[src/rtl/vga_scan_module.sv]
// vga_scan_module: raster timing generator emitting a 128x128 window coordinate plus delayed hsync/vsync/de.
// Ports:
//   clk           pixel clock
//   rst_n         asynchronous active-low reset
//   x_o, y_o      window column/row (0..127), 0 outside the window
//   data_valid_o  current (x_o, y_o) lies inside the window
//   frame_start_o one-clock pulse decoded from counter position (0,0)
//   vga_hs_o      hsync, PIPE_DLY clocks behind data_valid_o
//   vga_vs_o      vsync, PIPE_DLY clocks behind data_valid_o
//   vga_de_o      visible-area flag, PIPE_DLY clocks behind data_valid_o
module vga_scan_module #(
    parameter int   H_SYNC   = 128,
    parameter int   H_BACK   = 88,
    parameter int   H_VIS    = 800,
    parameter int   H_FRONT  = 40,
    parameter int   V_SYNC   = 4,
    parameter int   V_BACK   = 23,
    parameter int   V_VIS    = 600,
    parameter int   V_FRONT  = 1,
    parameter int   X0       = 336,
    parameter int   Y0       = 236,
    parameter logic SYNC_POL = 1'b1,
    parameter int   PIPE_DLY = 2
) (
    input  logic       clk,
    input  logic       rst_n,
    output logic [6:0] x_o,
    output logic [6:0] y_o,
    output logic       data_valid_o,
    output logic       frame_start_o,
    output logic       vga_hs_o,
    output logic       vga_vs_o,
    output logic       vga_de_o
);
    localparam int H_T = H_SYNC + H_BACK + H_VIS + H_FRONT;
    localparam int V_T = V_SYNC + V_BACK + V_VIS + V_FRONT;
    localparam int HS  = H_SYNC + H_BACK;
    localparam int VS  = V_SYNC + V_BACK;
    localparam int HW  = $clog2(H_T);
    localparam int VW  = $clog2(V_T);

    // Inclusive bounds so no constant needs a bit beyond the counter width.
    localparam logic [HW-1:0] H_LAST  = HW'(H_T - 1);
    localparam logic [HW-1:0] H_SYN_E = HW'(H_SYNC);
    localparam logic [HW-1:0] H_VIS_F = HW'(HS);
    localparam logic [HW-1:0] H_VIS_L = HW'(HS + H_VIS - 1);
    localparam logic [HW-1:0] H_WIN_F = HW'(HS + X0);
    localparam logic [HW-1:0] H_WIN_L = HW'(HS + X0 + 127);
    localparam logic [VW-1:0] V_LAST  = VW'(V_T - 1);
    localparam logic [VW-1:0] V_SYN_E = VW'(V_SYNC);
    localparam logic [VW-1:0] V_VIS_F = VW'(VS);
    localparam logic [VW-1:0] V_VIS_L = VW'(VS + V_VIS - 1);
    localparam logic [VW-1:0] V_WIN_F = VW'(VS + Y0);
    localparam logic [VW-1:0] V_WIN_L = VW'(VS + Y0 + 127);

    logic [HW-1:0] h_cnt_q, h_cnt_d, h_off;
    logic [VW-1:0] v_cnt_q, v_cnt_d, v_off;
    logic          h_wrap, in_win;
    logic [6:0]    x_q, x_d, y_q, y_d;
    logic          dv_q, dv_d, fs_q, fs_d;
    logic          hs_q, hs_d, vs_q, vs_d, de_q, de_d;

    always_comb begin
        h_wrap  = h_cnt_q == H_LAST;
        h_cnt_d = h_wrap ? '0 : h_cnt_q + 1'b1;
        v_cnt_d = !h_wrap ? v_cnt_q : (v_cnt_q == V_LAST ? '0 : v_cnt_q + 1'b1);
        in_win  = h_cnt_q >= H_WIN_F && h_cnt_q <= H_WIN_L &&
                  v_cnt_q >= V_WIN_F && v_cnt_q <= V_WIN_L;
        h_off   = h_cnt_q - H_WIN_F;
        v_off   = v_cnt_q - V_WIN_F;
        x_d     = in_win ? h_off[6:0] : 7'd0;
        y_d     = in_win ? v_off[6:0] : 7'd0;
        dv_d    = in_win;
        fs_d    = h_cnt_q == '0 && v_cnt_q == '0;
        hs_d    = h_cnt_q < H_SYN_E ? SYNC_POL : ~SYNC_POL;
        vs_d    = v_cnt_q < V_SYN_E ? SYNC_POL : ~SYNC_POL;
        de_d    = h_cnt_q >= H_VIS_F && h_cnt_q <= H_VIS_L &&
                  v_cnt_q >= V_VIS_F && v_cnt_q <= V_VIS_L;
    end

    always_ff @(posedge clk or negedge rst_n) begin
        if (!rst_n) begin
            h_cnt_q <= '0;
            v_cnt_q <= '0;
            x_q     <= '0;
            y_q     <= '0;
            dv_q    <= 1'b0;
            fs_q    <= 1'b0;
            hs_q    <= ~SYNC_POL;
            vs_q    <= ~SYNC_POL;
            de_q    <= 1'b0;
        end else begin
            h_cnt_q <= h_cnt_d;
            v_cnt_q <= v_cnt_d;
            x_q     <= x_d;
            y_q     <= y_d;
            dv_q    <= dv_d;
            fs_q    <= fs_d;
            hs_q    <= hs_d;
            vs_q    <= vs_d;
            de_q    <= de_d;
        end
    end

    assign x_o           = x_q;
    assign y_o           = y_q;
    assign data_valid_o  = dv_q;
    assign frame_start_o = fs_q;

    // hs/vs/de are delayed to line up with pixels leaving the downstream address/ROM pipeline.
    if (PIPE_DLY == 0) begin : g_bypass
        assign vga_hs_o = hs_q;
        assign vga_vs_o = vs_q;
        assign vga_de_o = de_q;
    end else begin : g_dly
        localparam logic [2:0] DLY_RST = {~SYNC_POL, ~SYNC_POL, 1'b0};
        logic [2:0] dly_q [PIPE_DLY];
        always_ff @(posedge clk or negedge rst_n) begin
            if (!rst_n) begin
                for (int i = 0; i < PIPE_DLY; i++) dly_q[i] <= DLY_RST;
            end else begin
                dly_q[0] <= {hs_q, vs_q, de_q};
                for (int i = 1; i < PIPE_DLY; i++) dly_q[i] <= dly_q[i-1];
            end
        end
        assign {vga_hs_o, vga_vs_o, vga_de_o} = dly_q[PIPE_DLY-1];
    end
endmodule

[config.mk]
export PLATFORM = sky130hd
export DESIGN_NAME = vga_scan_module
export DESIGN_NICKNAME = d
export VERILOG_FILES = /design/src/rtl/vga_scan_module.sv
export SDC_FILE = /design/constraint.sdc
export NUM_CORES = 1
export LEC_CHECK = 0
export CORE_ASPECT_RATIO = 0.5
export CORE_MARGIN = 8
export CORE_UTILIZATION = 40
export CTS_CLUSTER_DIAMETER = 60
export DETAILED_ROUTE_END_ITERATION = 8
export MAX_ROUTING_LAYER = met4
export PLACE_DENSITY = 0.59
export SETUP_SLACK_MARGIN = 0.4
export SYNTH_ARGS = -nofsm -noshare
export SYNTH_HDL_FRONTEND = slang
export SYNTH_SLANG_ARGS = --single-unit
[constraint.sdc]
create_clock -name clk -period 2.7 [get_ports clk]
set_input_delay 0.81 -clock clk [delete_from_list [all_inputs] [get_ports clk]]
set_output_delay 0.81 -clock clk [all_outputs]
set_load 0.01 [all_outputs]
Word-level counts from Yosys, hierarchy flattened
Index checks and enable logic that the tools add are counted.
- multiplexer cells: 6
- $add $sub $neg: 4
- equal/unequal tests: 2
- reduce and logical (&&, ||, !) cells: 9
- order comparisons: 10
- operator list (operator ; count):
    11-bit by 10-bit less-or-equal comparator with 1-bit output, second input constant ; 2
    7-bit two-way mux ; 2
    11-bit by 1-bit adder with 11-bit output, second input constant ; 1
    11-bit equality test, second input constant ; 1
    11-bit by 10-bit >= comparator with 1-bit output, second input constant ; 1
    11-bit by 8-bit >= comparator with 1-bit output, second input constant ; 1
    11-bit logical NOT ; 1
    11-bit by 8-bit less-than comparator with 1-bit output, second input constant ; 1
    11-bit two-way mux ; 1
    10-bit by 1-bit adder with 10-bit output, second input constant ; 1
    10-bit equality test, second input constant ; 1
    10-bit by 5-bit >= comparator with 1-bit output, second input constant ; 1
    10-bit by 9-bit >= comparator with 1-bit output, second input constant ; 1
    10-bit less-or-equal comparator, second input constant ; 1
    10-bit by 9-bit less-or-equal comparator with 1-bit output, second input constant ; 1
    10-bit logical NOT ; 1
    10-bit by 3-bit less-than comparator with 1-bit output, second input constant ; 1
    10-bit two-way mux ; 1
    1-bit logical AND ; 7
    7-bit by 3-bit subtractor with 7-bit output, second input constant ; 1
    7-bit by 6-bit subtractor with 7-bit output, second input constant ; 1
    1-bit two-way mux ; 2
- register bits after elaboration: 46
- input port bits: 2
- output and inout port bits: 19

Depth between registers and ports, before layout
- depth in word-level cells: 5
- mapped depth: 8
- mapped depth without buffers: 6

Worst setup path before layout
OpenSTA, ideal clock, no wires.
- kind: reg2reg
- from: register h_cnt_q[3]
- to: register x_q[5], in the netlist x_o[5]
- clock period less this slack: 1.939 ns
- cell stages (with the launch flop): 9
- data arrival time: 1.845 ns
- library setup time: 0.095 ns
- path slack: 0.761 ns
- cells stage by stage: dfrtp_1 -> buf_2 -> inv_1 -> ha_1 -> and2_1 -> a2111oi_2 -> nor3_2 -> buf_4 -> nor4_4
- longest elaborated chain between the ends: 5
- elaborated cells between the ends (all ways): 7
- ends and longest elaborated chain (element ; RTL line ; RTL):
    from (decl) ; 56 ; logic [HW-1:0] h_cnt_q, h_cnt_d, h_off;
    from (signal assigned) ; 93 ; h_cnt_q <= h_cnt_d;
    11-bit by 10-bit >= comparator with 1-bit output / 11-bit by 10-bit less-or-equal comparator with 1-bit output (equally long branches) ; 67 ; in_win = h_cnt_q >= H_WIN_F && h_cnt_q <= H_WIN_L &&
    1-bit logical AND (2 in series) ; 67 ;
    1-bit logical AND ; 68 ; v_cnt_q >= V_WIN_F && v_cnt_q <= V_WIN_L;
    7-bit two-way mux * ; 71 ; x_d = in_win ? h_off[6:0] : 7'd0;
    named net x_d[5] ; 59 ; logic [6:0] x_q, x_d, y_q, y_d;
    to (signal assigned) ; 85 ; x_q <= '0;
    to (signal assigned) ; 95 ; x_q <= x_d;
    to (decl) ; 59 ;
Mark *: on every way through the listed nets, which the timed path passes. The rest lies on a longest branch.
A chain may end at the register's enable or synchronous reset.

Worst setup path in the final report
- from: register v_cnt_q[1]
- to: register y_q[1], in the netlist y_o[1]
- longest elaborated chain between the ends: 4
- elaborated cells between the ends (all ways): 6
- ends and longest elaborated chain (element ; RTL line ; RTL):
    from (decl) ; 57 ; logic [VW-1:0] v_cnt_q, v_cnt_d, v_off;
    from (signal assigned) ; 94 ; v_cnt_q <= v_cnt_d;
    10-bit by 9-bit >= comparator with 1-bit output ; 68 ;
    1-bit logical AND ; 67 ;
    1-bit logical AND ; 68 ;
    7-bit two-way mux * ; 72 ; y_d = in_win ? v_off[6:0] : 7'd0;
    named net y_d[1] ; 59 ;
    to (signal assigned) ; 96 ; y_q <= y_d;
    to (decl) ; 59 ;
Marks and branches as above.

==> summary.txt <==
Run status
  – Status: completed

Placed design
  – Dpl cells: 296
  – RePlAce Congestion: 0.8309
  – PortBufs: 20
  – Dpl hpwl: 3.533 mm

Logic synthesis
  – Fraction of registers with async set/reset: 100.0%
  – Netlist cell types: 47
  – Gate Count Post-Synth: 215
  – Seq/Total Area, Yosys: 49.38%
  – Synthesized area: 2331 sq um
  – Most used DFF post-synth: dfrtp_1
  – Syn_nets: 226
  – #FFs+latches synth: 46
  – Post-synth EDFFs: 0
  – Synth Warn #: 0
  – Mean Syn Cell Area: 10.84 sq um

Setup path
  – Crit start category: flip-flop
  – R2r setup slk: 0.56 ns
  – Largest delay contributor family on the critical path: compound AO/OA/AOI/OAI gates
  – Worst path cell trace: ha_1 > a211o_1 > nor4_1 > a21o_1 > nor4b_1
  – Largest stage delay, worst path: 0.54 ns
  – CP Data Required Time: 2.83 ns
  – Critical-path maximum fanout: 15
  – Slowest stage cell, crit path: a21o_1
  – WP buf/inv: 0
  – CP Capture Type: flip-flop
  – WS Path Type: flip-flop to flip-flop
  – CP Data Arrival Time: 2.27 ns

Cells and area
  – # diodes: 0
  – Nets: 241
  – Area grow syn2layout: 17.34%
  – Final cell count without fillers: 304
  – Final core utilization: 49.17%
  – Fraction of layout cells with a size suffix above 1: 13.42%

STA
  – Fmax: 0.4677 GHz
  – TNS Setup: 0 ns
  – Worst rel slew slack: 51.17%
  – Final min period: 2.138 ns
  – Slew Limit Fails: 0
  – RSZ-0062 raised after global routing: no
  – Least-Margin Pin Slew: 0.7300 ns
  – Clock skew: 0.004508 ns
  – Final cycle utilization of the critical path: 79.19%
  – Setup violators final: 0
  – Final Hold Viols: 0

CTS
  – CTS root buf: clkbuf_16
  – Clock sink count: 46
  – Post-CTS setup buffers: 0
  – Post-CTS Hold Fix Bufs: 0
  – Clk buf depth: 2
  – Clock Pin Slew Worst Setup and Hold Paths: 0.06 ns
  – Inserted Clock Buffers: 5
  – Resize count post-CTS: 1
  – Worst-Skew Late Latency: 0.29 ns
  – CTS tree: done
  – H-tree depth: 2

Pwr
  – Comb pwr share: 1.1%
  – Worst vdd ir: 0.2533 mV
  – Leakage: 0.001154 uW
  – Switching power: 269.2 uW
  – Clk network pwr share: 48.9%
  – Flop pwr share: 50.0%
  – Switching Share: 19.52%
  – Internal Power: 1110 uW
  – Pwr dens: 504.2 nW/um^2

Detailed routing
  – First-pass iteration count of the detailed router: 4
  – Overall via count from detail_route: 1,664
  – Vias per inst: 5.474
  – DRC viols: 0
  – Detailed router's first-iteration violation count: 110
  – Post-Route WL: 5.082 mm
  – Post-route ant nets: 0
  – Per-cell routed wire length: 16.72 microns

Floorplan
  – Initial Utilization: 41.90%
  – Full die area: 8674 sq um
  – Ports: 21
  – Die width: 124.0 microns
  – Die height: 69.98 microns
  – Core area: 5563 sq um
  – Row Count: 19

GRT
  – First-pass GRT wire length: 8.700 mm
  – Overflow after GRT: 0
  – Gr usage total: 13.05%
  – Initial antenna violation count: 0
  – Largest net degree at the start of global routing: 25
  – Vias in the first global route: 1,671

Hold path
  – Hold crit path type: flip-flop to flip-flop

Run
  – Maxcap violations: 0
[kinds of logic (layout without fill, tap and decap cells)]
group	Yosys count	count (layout)	synth area share [%]
AND/OR/NAND/NOR	86	86	23.72
flip-flops	46	46	49.38
AO/OA/AOI/OAI	32	32	10.09
buffers and inverters	25	41	5.475
XOR/XNOR	16	16	6.012
adder cells (fa/ha/maj)	9	9	4.831
multiplexers	1	1	0.4831
[sequential cells by signal, indices dropped and copies added, names as in the netlist, 3 cells and up]
name and cells:
h_cnt_q 11, v_cnt_q 10, x_o 7, y_o 7, g_dly.dly_q 3
[worst paths after layout]
path / start / end / cells after the start
max in group asynchronous: rst_n / v_cnt_q[2] / 2
setup / recovery: v_cnt_q[1] / y_o[1] / 5
min in group asynchronous: rst_n / x_o[1] / 1
setup reg to reg: v_cnt_q[1] / y_o[1] / 5
hold / removal: g_dly.dly_q[5] / vga_hs_o / 0
hold reg to reg: g_dly.dly_q[5] / vga_hs_o / 0
[cell type report]
type | instances | area (sq um)
fill | 505 | 2828
sequential | 46 | 1152
multi-input combinational | 144 | 1059
timing repair buffer | 26 | 240.2
clock buffer | 8 | 166.4
tap | 73 | 91.34
inverter | 7 | 26.28
[metal layers]
layer / routed length (microns) / part of all wire (%) / global-route usage, % / vias up
met1: 2554 / 50 / 17.69 / 829
met3: 184 / 3.6 / 3.128 / 8
met4: 65 / 1.3 / 4.450 / 0
met5: 0 / 0 / - / -
met2: 2276 / 45 / 18.55 / 29
li1: - / - / - / 798
[cell usage after synthesis (2+ instances only)]
master / instances / area (sq um)
dfrtp_1: 46 / 1151
nand2_1: 12 / 45.04
nor4_1: 12 / 75.07
nor2_1: 11 / 41.29
xnor2_1: 11 / 96.34
ha_1: 9 / 112.6
o21ai_0: 9 / 45.04
a21o_1: 8 / 60.06
clkbuf_1: 8 / 30.03
nand3_1: 8 / 40.04
inv_1: 7 / 26.28
nor3_1: 7 / 35.03
buf_2: 6 / 30.03
xor2_1: 5 / 43.79
and3_1: 4 / 25.02
and4_1: 4 / 35.03
nand4_1: 4 / 25.02
nor4_2: 4 / 50.05
and2_1: 3 / 18.77
buf_6: 3 / 33.78
a2111oi_2: 2 / 30.03
a21oi_1: 2 / 10.01
a31oi_1: 2 / 12.51
nor2b_1: 2 / 12.51
nor3_2: 2 / 20.02
nor4b_1: 2 / 17.52
or4_1: 2 / 15.01
[power by group through the flow]
stage / Clock, uW / Combinational (uW) / Sequential (uW)
floorplan: 0 / 0.000432 / 702
global placement: 0 / 15.6 / 702
detailed placement: 0 / 16.4 / 702
CTS: 682 / 16.4 / 689
global route: 711 / 18.1 / 689
finish: 675 / 15.1 / 689
[through the flow]
step	area, sq um	total power [uW]	hold WS (ns)	worst slack, ns
6_report	2735	1379	0.3465	0.5618
5_1_grt	2735	1418	0.3640	0.4337
4_1_cts	2734	1387	0.3490	0.5651
3_5_place_dp	2561	718.4	0.3347	0.2535
3_3_place_gp	2561	717.5	0.3328	0.3765
2_1_floorplan	2331	702.2	0.3312	0.7607
[layout by cell type (no fill, tap or decap), drive strengths merged, types with 2 or more instances in the layout]
cell type | netlist | final
nor3 | 9 | 9
nor2 | 11 | 11
clkbuf | 8 | 8
nor4b | 3 | 3
clkdlybuf4s50 | 0 | 19
and4 | 4 | 4
nand4 | 4 | 4
a21oi | 2 | 2
a2111oi | 2 | 2
nand3 | 8 | 8
a31oi | 2 | 2
nor2b | 2 | 2
and3 | 5 | 5
or4 | 2 | 2
xnor2 | 11 | 11
xor2 | 5 | 5
nor4 | 17 | 17
and2 | 3 | 3
o21ai | 9 | 9
buf | 10 | 7
ha | 9 | 9
dfrtp | 46 | 46
a21o | 8 | 8
nand2 | 12 | 12
inv | 7 | 7
Note: power is estimated with default switching activity, not from simulation.
